===== src/rtl/lcd_display.sv =====
// lcd_display: HD44780-compatible 8-bit write-only character LCD driver. It runs the power-up init, then rewrites only changed digits.
// Optional busy indicator at DDRAM 0x0F, enabled by defining LCD_DISPLAY_BUSY_IND_EN.
module lcd_display #(
    parameter int PWR_WAIT = 750000,
    parameter int E_PULSE  = 25,
    parameter int CMD_WAIT = 2500,
    parameter int CLR_WAIT = 100000
) (
    input  logic       sysclk,
    input  logic       rst_n,
    input  logic       lcd_en,
    input  logic [1:0] num,
    input  logic [3:0] lcd_num,
    input  logic       busy,
    output logic       ready,
    output logic       lcd_rs,
    output logic       lcd_rw,
    output logic       lcd_e,
    output logic [7:0] lcd_db
);
    typedef enum logic [2:0] {
        S_PWR, S_INIT, S_IDLE, S_DIG_ADDR, S_DIG_DATA, S_BSY_ADDR, S_BSY_DATA
    } state_t;

    typedef enum logic [1:0] {PH_SETUP, PH_E, PH_HOLD, PH_WAIT} phase_t;

    function automatic logic [7:0] char_of(input logic [3:0] v);
        return (v < 4'd10) ? (8'h30 + {4'h0, v}) : 8'h20;
    endfunction

    function automatic logic [7:0] init_cmd(input logic [2:0] k);
        case (k)
            3'd0, 3'd1, 3'd2: return 8'h38;
            3'd3:             return 8'h0C;
            3'd4:             return 8'h01;
            default:          return 8'h06;
        endcase
    endfunction

    state_t          state_q, state_d;
    phase_t          phase_q, phase_d;
    logic [19:0]     cnt_q, cnt_d;
    logic [2:0]      init_idx_q, init_idx_d;
    logic [3:0][3:0] shadow_q, shadow_d;
    logic [1:0]      req_num_q, req_num_d;
    logic [3:0]      req_val_q, req_val_d;
    logic            lcd_e_q, lcd_e_d;
    logic            lcd_rs_q, lcd_rs_d;
    logic [7:0]      lcd_db_q, lcd_db_d;
    logic            ready_q, ready_d;

    logic            in_write;
    logic            wr_done;
    logic            start_wr;
    logic            wr_rs;
    logic [7:0]      wr_db;

`ifdef LCD_DISPLAY_BUSY_IND_EN
    logic            busy_sh_q, busy_sh_d;
    logic            req_busy_q, req_busy_d;
`else
    logic            unused_busy;
    assign unused_busy = busy;
`endif

    assign in_write = (state_q != S_PWR) && (state_q != S_IDLE);

    always_comb begin
        state_d    = state_q;
        phase_d    = phase_q;
        cnt_d      = cnt_q;
        init_idx_d = init_idx_q;
        shadow_d   = shadow_q;
        req_num_d  = req_num_q;
        req_val_d  = req_val_q;
        lcd_e_d    = lcd_e_q;
        lcd_rs_d   = lcd_rs_q;
        lcd_db_d   = lcd_db_q;
        wr_done    = 1'b0;
        start_wr   = 1'b0;
        wr_rs      = 1'b0;
        wr_db      = 8'h00;
`ifdef LCD_DISPLAY_BUSY_IND_EN
        busy_sh_d  = busy_sh_q;
        req_busy_d = req_busy_q;
`endif

        // Shared byte-write engine: setup, E high, hold, then post-write wait.
        if (in_write) begin
            case (phase_q)
                PH_SETUP: begin
                    lcd_e_d = 1'b1;
                    phase_d = PH_E;
                    cnt_d   = 20'(E_PULSE - 1);
                end
                PH_E: begin
                    if (cnt_q == 20'd0) begin
                        lcd_e_d = 1'b0;
                        phase_d = PH_HOLD;
                    end else begin
                        cnt_d = cnt_q - 20'd1;
                    end
                end
                PH_HOLD: begin
                    phase_d = PH_WAIT;
                    cnt_d   = (!lcd_rs_q && lcd_db_q == 8'h01) ? 20'(CLR_WAIT - 1)
                                                               : 20'(CMD_WAIT - 1);
                end
                default: begin
                    if (cnt_q == 20'd0) wr_done = 1'b1;
                    else                cnt_d   = cnt_q - 20'd1;
                end
            endcase
        end

        case (state_q)
            S_PWR: begin
                if (cnt_q == 20'(PWR_WAIT - 1)) begin
                    state_d    = S_INIT;
                    init_idx_d = 3'd0;
                    start_wr   = 1'b1;
                    wr_db      = init_cmd(3'd0);
                end else begin
                    cnt_d = cnt_q + 20'd1;
                end
            end
            S_INIT: begin
                if (wr_done) begin
                    if (init_idx_q == 3'd5) begin
                        state_d = S_IDLE;
                    end else begin
                        init_idx_d = init_idx_q + 3'd1;
                        start_wr   = 1'b1;
                        wr_db      = init_cmd(init_idx_q + 3'd1);
                    end
                end
            end
            S_IDLE: begin
                // Compare displayed characters, so any blank code matches a blank shadow.
                if (lcd_en && char_of(lcd_num) != char_of(shadow_q[num])) begin
                    req_num_d = num;
                    req_val_d = lcd_num;
                    state_d   = S_DIG_ADDR;
                    start_wr  = 1'b1;
                    wr_db     = 8'h80 | {6'b0, num};
                end
`ifdef LCD_DISPLAY_BUSY_IND_EN
                else if (busy != busy_sh_q) begin
                    req_busy_d = busy;
                    state_d    = S_BSY_ADDR;
                    start_wr   = 1'b1;
                    wr_db      = 8'h8F;
                end
`endif
            end
            S_DIG_ADDR: begin
                if (wr_done) begin
                    state_d  = S_DIG_DATA;
                    start_wr = 1'b1;
                    wr_rs    = 1'b1;
                    wr_db    = char_of(req_val_q);
                end
            end
            S_DIG_DATA: begin
                if (wr_done) begin
                    shadow_d[req_num_q] = req_val_q;
                    state_d             = S_IDLE;
                end
            end
`ifdef LCD_DISPLAY_BUSY_IND_EN
            S_BSY_ADDR: begin
                if (wr_done) begin
                    state_d  = S_BSY_DATA;
                    start_wr = 1'b1;
                    wr_rs    = 1'b1;
                    wr_db    = req_busy_q ? 8'h42 : 8'h20;
                end
            end
            S_BSY_DATA: begin
                if (wr_done) begin
                    busy_sh_d = req_busy_q;
                    state_d   = S_IDLE;
                end
            end
`endif
            default: state_d = S_PWR;
        endcase

        if (start_wr) begin
            lcd_rs_d = wr_rs;
            lcd_db_d = wr_db;
            lcd_e_d  = 1'b0;
            phase_d  = PH_SETUP;
        end

        ready_d = (state_d == S_IDLE);
    end

    always_ff @(posedge sysclk or negedge rst_n) begin
        if (!rst_n) begin
            state_q    <= S_PWR;
            phase_q    <= PH_SETUP;
            cnt_q      <= 20'd0;
            init_idx_q <= 3'd0;
            shadow_q   <= '1;
            req_num_q  <= 2'd0;
            req_val_q  <= 4'd0;
            lcd_e_q    <= 1'b0;
            lcd_rs_q   <= 1'b0;
            lcd_db_q   <= 8'h00;
            ready_q    <= 1'b0;
`ifdef LCD_DISPLAY_BUSY_IND_EN
            busy_sh_q  <= 1'b0;
            req_busy_q <= 1'b0;
`endif
        end else begin
            state_q    <= state_d;
            phase_q    <= phase_d;
            cnt_q      <= cnt_d;
            init_idx_q <= init_idx_d;
            shadow_q   <= shadow_d;
            req_num_q  <= req_num_d;
            req_val_q  <= req_val_d;
            lcd_e_q    <= lcd_e_d;
            lcd_rs_q   <= lcd_rs_d;
            lcd_db_q   <= lcd_db_d;
            ready_q    <= ready_d;
`ifdef LCD_DISPLAY_BUSY_IND_EN
            busy_sh_q  <= busy_sh_d;
            req_busy_q <= req_busy_d;
`endif
        end
    end

    assign ready  = ready_q;
    assign lcd_rs = lcd_rs_q;
    assign lcd_rw = 1'b0;
    assign lcd_e  = lcd_e_q;
    assign lcd_db = lcd_db_q;

endmodule


===== config.mk =====
export PLATFORM = sky130hd
export DESIGN_NAME = lcd_display
export DESIGN_NICKNAME = d
export VERILOG_FILES = /design/src/rtl/lcd_display.sv
export SDC_FILE = /design/constraint.sdc
export NUM_CORES = 1
export LEC_CHECK = 0
export CAP_MARGIN = 20
export CELL_PAD_IN_SITES_DETAIL_PLACEMENT = 0
export CELL_PAD_IN_SITES_GLOBAL_PLACEMENT = 1
export CORE_ASPECT_RATIO = 2
export CORE_MARGIN = 2
export CORE_UTILIZATION = 47
export DETAILED_ROUTE_END_ITERATION = 8
export PLACE_DENSITY = 0.81
export REMOVE_ABC_BUFFERS = 1
export SETUP_SLACK_MARGIN = 0.1
export SYNTH_ARGS = -nofsm -noshare
export SYNTH_HDL_FRONTEND = slang
export SYNTH_SLANG_ARGS = --single-unit

===== constraint.sdc =====
create_clock -name sysclk -period 2.6 [get_ports sysclk]
set_input_delay 0.26 -clock sysclk [delete_from_list [all_inputs] [get_ports sysclk]]
set_output_delay 0.26 -clock sysclk [all_outputs]
set_load 0.02 [all_outputs]

# [After elaboration in Yosys (flattened, before gate mapping)]
# Cells that the tools add are included.
# Widths: inputs -> output; s select.
[word_totals] register_bits=61 inputBits=10 wordCells=117
[classes] magnitude_cmp=6 muxes=50 n_reduce_logical=21 n_addsub=6 n_eq_ne=20
[op_table] cell="$mux 20" count=4
[op_table] cell="$pmux 20 s2" count=1
[op_table] cell="$pmux 8 s4" count=1
[op_table] cell="$mux 7" count=4
[op_table] cell="$mux 3" count=9
[op_table] cell="$add 6x4->7 const A" count=3
[op_table] cell="$add 20x1->20 const B" count=1
[op_table] cell="$eq 20x20->1 const B" count=1
[op_table] cell="$logic_not 20->1" count=1
[op_table] cell="$sub 20x1->20 const B" count=1
[op_table] cell="$mux 6" count=3
[op_table] cell="$pmux 6 s3" count=1
[op_table] cell="$mux 17" count=1
[op_table] cell="$bwmux 16" count=1
[op_table] cell="$eq 3x2->1 const B" count=5
[op_table] cell="$pmux 3 s5" count=1
[op_table] cell="$lt 4x4->1 const B" count=3
[op_table] cell="$mux 1" count=12
[op_table] cell="$eq 3x3->1 const B" count=3
[op_table] cell="$bmux 4 s2" count=1
[op_table] cell="$demux 4 s2" count=1
[op_table] cell="$eq 8x1->1 const B" count=1
[op_table] cell="$mux 4" count=2
[op_table] cell="$mux 8" count=1
[op_table] cell="26 further kinds" count=41

# [Depth between registers and ports, before layout]
[depth] ltp_word=10 depth_mapped=11

# [Worst setup path before layout]
# OpenSTA, ideal clock, no wires.
[synth_path] kind="register -> register" start="register cnt_q[0]" end="register lcd_db_q[0], in the netlist lcd_db[0]" synth_period_minus_slack_ns=2.354 slack_ns=0.246 required_time_ns=2.475 path_stages_with_launch=11 arrival_time_ns=2.230 path_cell_list="dfrtp_1 -> inv_1 -> ha_1 -> nor4b_2 -> nand4_2 -> buf_6 -> or3_1 -> buf_2 -> o21ba_1 -> o2bb2ai_1 -> mux2_2"
[synth_via] elab_chain_len=6 elab_cells_between_ends=12 cone_classes="1 x eq/ne; 10 x mux; 1 x reduce/logical"
[synth_rtl] element="start: declaration" line="42" rtl="logic [19:0] cnt_q, cnt_d;"
[synth_rtl] element="start signal: assignment" line="219" rtl="cnt_q <= cnt_d;"
[synth_rtl] element="$logic_not 20->1" line="110" rtl="if (cnt_q == 20'd0) wr_done = 1'b1;"
[synth_rtl] element="$mux 1" line="110"
[synth_rtl] element="$mux 1" line="90" rtl="case (phase_q)"
[synth_rtl] element="$mux 1" line="89" rtl="if (in_write) begin"
[synth_rtl] element="$mux 7, or another cell as far along" line="157" rtl="if (wr_done) begin"
[synth_rtl] element="$pmux 8 s4 / $pmux 1 s4 (equally long branches)" line="116" rtl="case (state_q)"
[synth_rtl] element="end signal: assignment" line="226" rtl="lcd_db_q <= lcd_db_d;"
[synth_rtl] element="end: declaration" line="49" rtl="logic [7:0] lcd_db_q, lcd_db_d;"
# Several ways; a longest one is shown, not always the timed one.
# A chain may end at the register's enable or synchronous reset.

# [Worst setup path after layout]
[layout_path] start="register cnt_q[0]" end="register cnt_q[17]"
[layout_via] elab_chain_len=6 elab_cells_between_ends=9 cone_classes="2 x add/sub; 1 x eq/ne; 5 x mux; 1 x reduce/logical"
[layout_rtl] element="$sub 20x1->20 / $logic_not 20->1 (equally long branches)"
[layout_rtl] element="$mux 20" line="97, 110"
[layout_rtl] element="$pmux 20 s2" line="90"
[layout_rtl] element="$mux 20" line="89"
[layout_rtl] element="$mux 20" line="118" rtl="if (cnt_q == 20'(PWR_WAIT - 1)) begin"
[layout_rtl] element="$mux 20 *" line="116"
[layout_rtl] element="net cnt_d[17]" line="42"
# Mark *: on every way through the listed nets, which the timed path passes. The rest lies on a longest branch.

==> run summary <==
Status - finished, final reports clean
Filler cells - 763
Dpl cell area - 4617 µm²
Biggest area consumer among synthesized cells - dfrtp_1
Final setup margin - 0.1402 ns
Multi-input logic area - 2432 µm²
Register area - 1521 µm²
Max Cap Viol - 0
Area Growth Syn to Fin - 21.65%
Largest net degree at the start of global routing - 41
GPL Wtd Cong - 0.9919
Gate count after technology mapping - 443
CP Capture Type - flip-flop
Ys async rst share - 100.0%
Critical Path Source Type - flip-flop
Worst Skew - 0.004230 ns
Crit path DAT - 2.67 ns
Initial antenna violation count - 0
Slew margin rel. - 65.56%
F_max - 0.4065 GHz
Hold WC Path Type - in -> async
Highest net fanout along the worst path - 6
WS Path Type - reg -> reg
Sequential area share after synthesis - 37.08%
Power per Cell Area - 449.1 nW/µm²
Most frequent cell after synthesis - dfrtp_1
Tightest Pin Transition - 0.5166 ns
Commonest cells post-synth - dfrtp_1, nand2_1, nor2_1
Top-area cell type share of the netlist area - 26.84%
Unique cell type count in the Yosys netlist - 71
CTS Buf Count - 9
Via Count - 3,786
TritonRoute pass-1 iters - 5
# IOs - 22
Core area - 8528 µm²
1st-iter DRT viols - 264
CP required - 2.81 ns
Congestion Overflow GR - 0
WL/cell - 20.77 µm
Antenna-violating nets left - 0
# rows - 48
Hold Vio Cnt, Final - 0
Crit path time final - 2.460 ns
Place WS - -0.2430 ns
Post-Route WL - 12,500 µm
Clock sink count - 60
Slew Limit Fails - 0
Port buffer count - 18
Die Wd - 70.07 µm
Ant diodes - 0
# H-tree levels - 3
Number of global-route vias before repair - 4,035
Peak supply drop - 0.4381 mV
Synth Flop Type - dfrtp_1
Endpoints failing setup - 0
DR vias/cell - 6.289
Latest clock arrival within the worst-skew pair - 0.34 ns
Leakage - 2.075 nW
Design area - 4991 µm²
CTS Buffer Depth - 2
Die ar. - 9538 µm²
Final nets - 521
#FFs+latches synth - 60
Unrepaired setup endpoints after global routing - yes
Yosys warns - 0
Cell area after synthesis - 4103 µm²
Clock-pin transition on the worst setup and hold timing paths - 0.06 ns
Main area contributors after synthesis - dfrtp_1, dfstp_2, mux2_2
Period utilization - 94.61%
Initial Utilization - 48.11%
DP Wirelength - 9641 µm
Layout cells sized above 1 - 26.29%
GRT Total Usage - 27.96%
Residual DRC - 0
Average size of a mapped cell - 9.261 µm²
Clk root buf - clkbuf_16
Die Y - 136.1 µm
Global-route wire length before repair - 20,240 µm
CTS tree - built
Post-synth EDFFs - 0
[state kept, by name, indices dropped and copies added, names as in the netlist]
name and flops:
cnt_q 20, init_idx_q 3, phase_q 2, ready 1
lcd_e 1, req_val_q 4, lcd_rs 1, state_q 3
req_num_q 2, lcd_db 7, shadow_q 16
[logic make-up after synthesis]
| kind of cell | after synthesis | share of synthesized area (%) |
|---|---|---|
| muxes | 33 | 9.973 |
| adders and majority gates | 14 | 4.270 |
| DFF | 60 | 37.08 |
| other | 1 | 0.09140 |
| AOI/OAI and AO/OA | 117 | 19.31 |
| buffers and inverters | 40 | 4.483 |
| and+or+nand+nor | 168 | 22.66 |
| xor gates and xnor gates | 10 | 2.135 |
[layer usage]
layer,global-route usage (%),vias up,wire length (µm)
met5,0,-,0
met4,18.38,0,890
met3,5.263,62,392
met2,54.87,124,7137
met1,25.00,1843,4081
li1,-,1757,-
[cell type report]
type,instances,share of cell area [%]
Sequential cell,60,30.48
Clock buffer,11,5.064
Clock inverter,5,1.178
Timing Repair Buffer,67,10.90
Inverter,15,1.128
Tap cell,100,2.507
Multi-Input combinational cell,344,48.73
[final timing paths]
| path | endpoint | slack (ns) | startpoint | depth (start not counted) |
|---|---|---|---|---|
| max reg2reg | cnt_q[17] | 0.14 | cnt_q[0] | 9 |
| min reg2reg | lcd_db[7] | 0.52 | lcd_db[7] | 1 |
| min | cnt_q[8] | 0.44 | rst_n | 3 |
| max in group asynchronous | shadow_q[7] | 1.69 | rst_n | 3 |
| max | cnt_q[17] | 0.14 | cnt_q[0] | 9 |
| min in group sysclk | lcd_db[7] | 0.52 | lcd_db[7] | 1 |
[stage by stage]
step / TNS, ns / hold WS [ns] / std cells / power (W) / util [%]
6_report: 0 / 0.4369 / 602 / 0.002242 / 58.52
5_1_grt: 0 / 0.4754 / 602 / 0.002299 / 58.52
4_1_cts: 0 / 0.4475 / 600 / 0.002258 / 58.19
3_5_place_dp: -3.377 / 0.2644 / 582 / 0.001009 / 54.14
3_3_place_gp: -2.426 / 0.2616 / 582 / 0.001008 / 54.14
2_1_floorplan: 0 / -0.03559 / 419 / 0.0009650 / -
[placed cells by master, fill, tap and decap left out, types with 13 or more instances in the layout]
| cell | count |
|---|---|
| buf_4 | 48 |
| dfrtp_1 | 44 |
| nand2_1 | 41 |
| nor2_1 | 35 |
| a21oi_1 | 25 |
| o21ai_0 | 24 |
| mux2_2 | 23 |
| nor3_1 | 16 |
| clkdlybuf4s50_1 | 16 |
| dfstp_2 | 16 |
| inv_1 | 15 |
| nand3_1 | 13 |
| ha_1 | 13 |
[repair_timing]
action | 4_1_cts | 5_1_grt
hold buffers | 1 | 0
pin swaps | 1 | 2
setup endpoints to repair | 12 | 11
endpoints found under the hold margin | 15 | 0
setup buffers | 1 | 2
gates resized for setup | 3 | 4
[worst max-delay path, cell delays in order, from the launching register on]
cell and delay, ns:
dfrtp_1 0.38, inv_1 0.10, ha_2 0.21, nor4b_4 0.29, nand4_4 0.21, buf_4 0.21
o21ai_2 0.18, nor3_1 0.08, o31a_1 0.28, or3_1 0.38
[power breakdown]
part | internal (W) | switching, W | total (W)
logic | 0.0000206 | 0.0000362 | 0.0000568
registers | 0.000936 | 0 | 0.000936
clock network | 0.000795 | 0.000454 | 0.00125
No activity file was read; power rests on OpenSTA's default activity.
==> RTL edit, RTL diff (config.mk and constraints unchanged) <==
Re-encode `state_t` (7 states) as one-hot, 7 bits wide.
--- a/src/rtl/lcd_display.sv
+++ b/src/rtl/lcd_display.sv
@@ -18,8 +18,8 @@
     output logic       lcd_e,
     output logic [7:0] lcd_db
 );
-    typedef enum logic [2:0] {
-        S_PWR, S_INIT, S_IDLE, S_DIG_ADDR, S_DIG_DATA, S_BSY_ADDR, S_BSY_DATA
+    typedef enum logic [6:0] {
+        S_PWR = 7'b0000001, S_INIT = 7'b0000010, S_IDLE = 7'b0000100, S_DIG_ADDR = 7'b0001000, S_DIG_DATA = 7'b0010000, S_BSY_ADDR = 7'b0100000, S_BSY_DATA = 7'b1000000
     } state_t;
 
     typedef enum logic [1:0] {PH_SETUP, PH_E, PH_HOLD, PH_WAIT} phase_t;
Formal check against the unedited RTL: no difference found for any inputs over 10 cycles, from zero or initial values and one cycle with rst_n low; not proved beyond that.
==> RTL edit against the original RTL <==
  * Count of clock-buffer cells in the layout unchanged
  * Design area increased by 15%
  * Worst setup slack got worse by 0.085 ns
  * Worst hold slack improved by 0.013 ns
  * Final cell count increased by 10%
  * Via count increased by 6.9%
  * Fmax decreased by 3.4%
  * Sequential share of layout area decreased by 2.3 points
  * Synthesized area increased by 4.5%
  * Routed wire length increased by 6.9%
  * Sequential cell count increased by 4
  * Die area increased by 4.3%
  * Largest cell class unchanged
  * Highest routed layer unchanged
Power is not compared: it rests on default switching activity, and its combinational part moved more than twofold at a synthesized area within 25%.
==> RTL edit: results (changes against the original RTL) <==
- ANT cells: 0 (unchanged)
- Crit. End Element: flip-flop (unchanged)
- Final wirelength: 13.37 mm (was 12.50 mm)
- Initial antenna violation count: 0 (unchanged)
- CTS Root Cell: clkbuf_16 (unchanged)
- Longest Clk Path Bufs: 2 (unchanged)
- Worst R2R Path Depth: 8 (was 9)
- DR iter-0 viols: 269 (was 264)
- Layout cells sized above 1: 38.04% (was 26.29%)
- Crit Reg-Reg Startpoint: cnt_q[6] (was cnt_q[0])
- First-pass GRT wire length: 20.87 mm (was 20.24 mm)
- Average via count per standard cell: 6.113 (was 6.289)
- CTS H-tree depth: 3 (unchanged)
- Hold Crit Class: in -> reg (was in -> async)
- Synth area leaders: dfrtp_1 (27%), dfstp_2 (10%), mux2_2 (5.5%) (was dfrtp_1 (27%), dfstp_2 (10%), mux2_2 (6.3%))
- Skew final: 0.006797 ns (was 0.004230 ns)
- Crit-path max FO: 5 (was 6)
- Fillers: 732 (was 763)
- Worst-Margin Slew: 0.6631 ns (was 0.5166 ns)
- Sequential share of the synthesized area: 37.86% (was 37.08%)
- GP Congestion: 0.9272 (was 0.9919)
- Dpl ws: -0.4109 ns (was -0.2430 ns)
- Post-synth top cells: nand2_1 (50), dfrtp_1 (47), nor2_1 (32) (was dfrtp_1 (44), nand2_1 (41), nor2_1 (35))
- DR pass1 iterations: 5 (unchanged)
- Vias in the first global route: 4130 (was 4035)
- Cell variety after synth: 71 (unchanged)
- Hpwl dp: 10.01 mm (was 9.641 mm)
- Largest net degree at the start of global routing: 39 (was 41)
- Worst-case vdd ir drop: 0.0004711 V
- Cts bufs inserted: 9 (unchanged)
- Top Registers: cnt_q x20, shadow_q x16
- Cell area after placement: 5017 µm² (was 4617 µm²)
- Total Routing Usage GR: 27.34% (was 27.96%)
- Data arrival, critical path: 2.80 ns (was 2.67 ns)
- Status: completed (unchanged)
- Reg clk slew, reported paths: 0.05 ns
- Final #Nets: 578 (was 521)
- Worst flop-to-flop path endpoint: shadow_q[9] (was cnt_q[17])
- R2R setup slack: 0.05 ns (was 0.14 ns)
- Fraction of registers with async set/reset: 100.0% (unchanged)
- P_seq: 0.00126 W
- Skew-Pair Late Insertion Delay: 0.34 ns (about the same)
- Period utilization: 97.89% (was 94.61%)
RTL edit: cell types whose count changed in the layout (fill, tap and decap cells not counted), sizes merged, moves of 4 or more:
| cell | unedited run | this run |
|---|---|---|
| buf | 49 | 101 |
| nor3 | 22 | 12 |
| a21oi | 25 | 19 |
| a221oi | 4 | 8 |
| nor4 | 6 | 14 |
| o211ai | 6 | 0 |
| xnor2 | 5 | 9 |
| o32ai | 0 | 5 |
| or4 | 0 | 8 |
| nor2 | 37 | 33 |
| nand2 | 42 | 51 |
| a211oi | 5 | 1 |
| nand3 | 13 | 18 |
RTL edit: critical path, cell delays in order, from the launching register on:
cell and delay (ns):
dfrtp_1 0.39, or4_4 0.59, nor4_4 0.34, and4_1 0.27
buf_6 0.15, nand2_8 0.07, nor3b_4 0.20, buf_6 0.16
mux2_4 0.30
RTL edit: cells by family (layout without fill, tap and decap cells):
family	count (synthesis)	after routing	share of synthesized area, %
muxes	31	31	9.049
and+or+nand+nor	179	179	24.64
AOI/OAI and AO/OA	102	102	16.14
adders and majority gates	13	13	3.795
xor gates and xnor gates	17	17	3.474
DFF	64	64	37.86
buffers and inverters	40	150	4.962
other	1	4	0.08748
RTL edit: metrics by stage:
step,utilization (%),std cells,setup TNS (ns),hold slack [ns]
finish,64.38,662,0,0.4501
global route,64.38,662,0,0.4703
CTS,61.04,642,-0.4102,0.5064
detailed placement,56.05,618,-5.590,0.3229
global placement,56.05,618,-3.997,0.3153
floorplan,-,425,-0.6695,-0.03559
RTL edit: cell type report:
type	count	share of cell area, %
Multi-Input combinational cell	346	46.44
Sequential cell	64	28.18
Timing Repair Buffer	119	17.30
Clock buffer	11	4.407
Tap cell	102	2.214
Inverter	15	0.9770
Clock inverter	5	0.4776
RTL edit: how the worst min path moves through the flow:
| stage | startpoint | endpoint |
|---|---|---|
| 2_1_floorplan | rst_n | cnt_q[0] |
| 3_3_place_gp | rst_n | cnt_q[11] |
| 3_5_place_dp | rst_n | cnt_q[11] |
| 4_1_cts | shadow_q[14] | shadow_q[14] |
| 5_1_grt | num[1] | req_num_q[1] |
| 6_report | num[1] | req_num_q[1] |
RTL edit: what timing repair did:
item,4_1_cts,5_1_grt
hold endpoints to repair,25,0
setup buffers,7,21
pin swaps,9,25
setup endpoints to repair,50,50
resized for setup,27,37
hold buffers,1,0
RTL edit: metal layers:
layer,global-route usage [%],vias up,part of all wire (%)
met1,26.78,1959,34
met4,20.85,0,7.4
met2,49.51,148,55
met3,3.634,64,3.3
li1,-,1876,-
met5,0,-,0
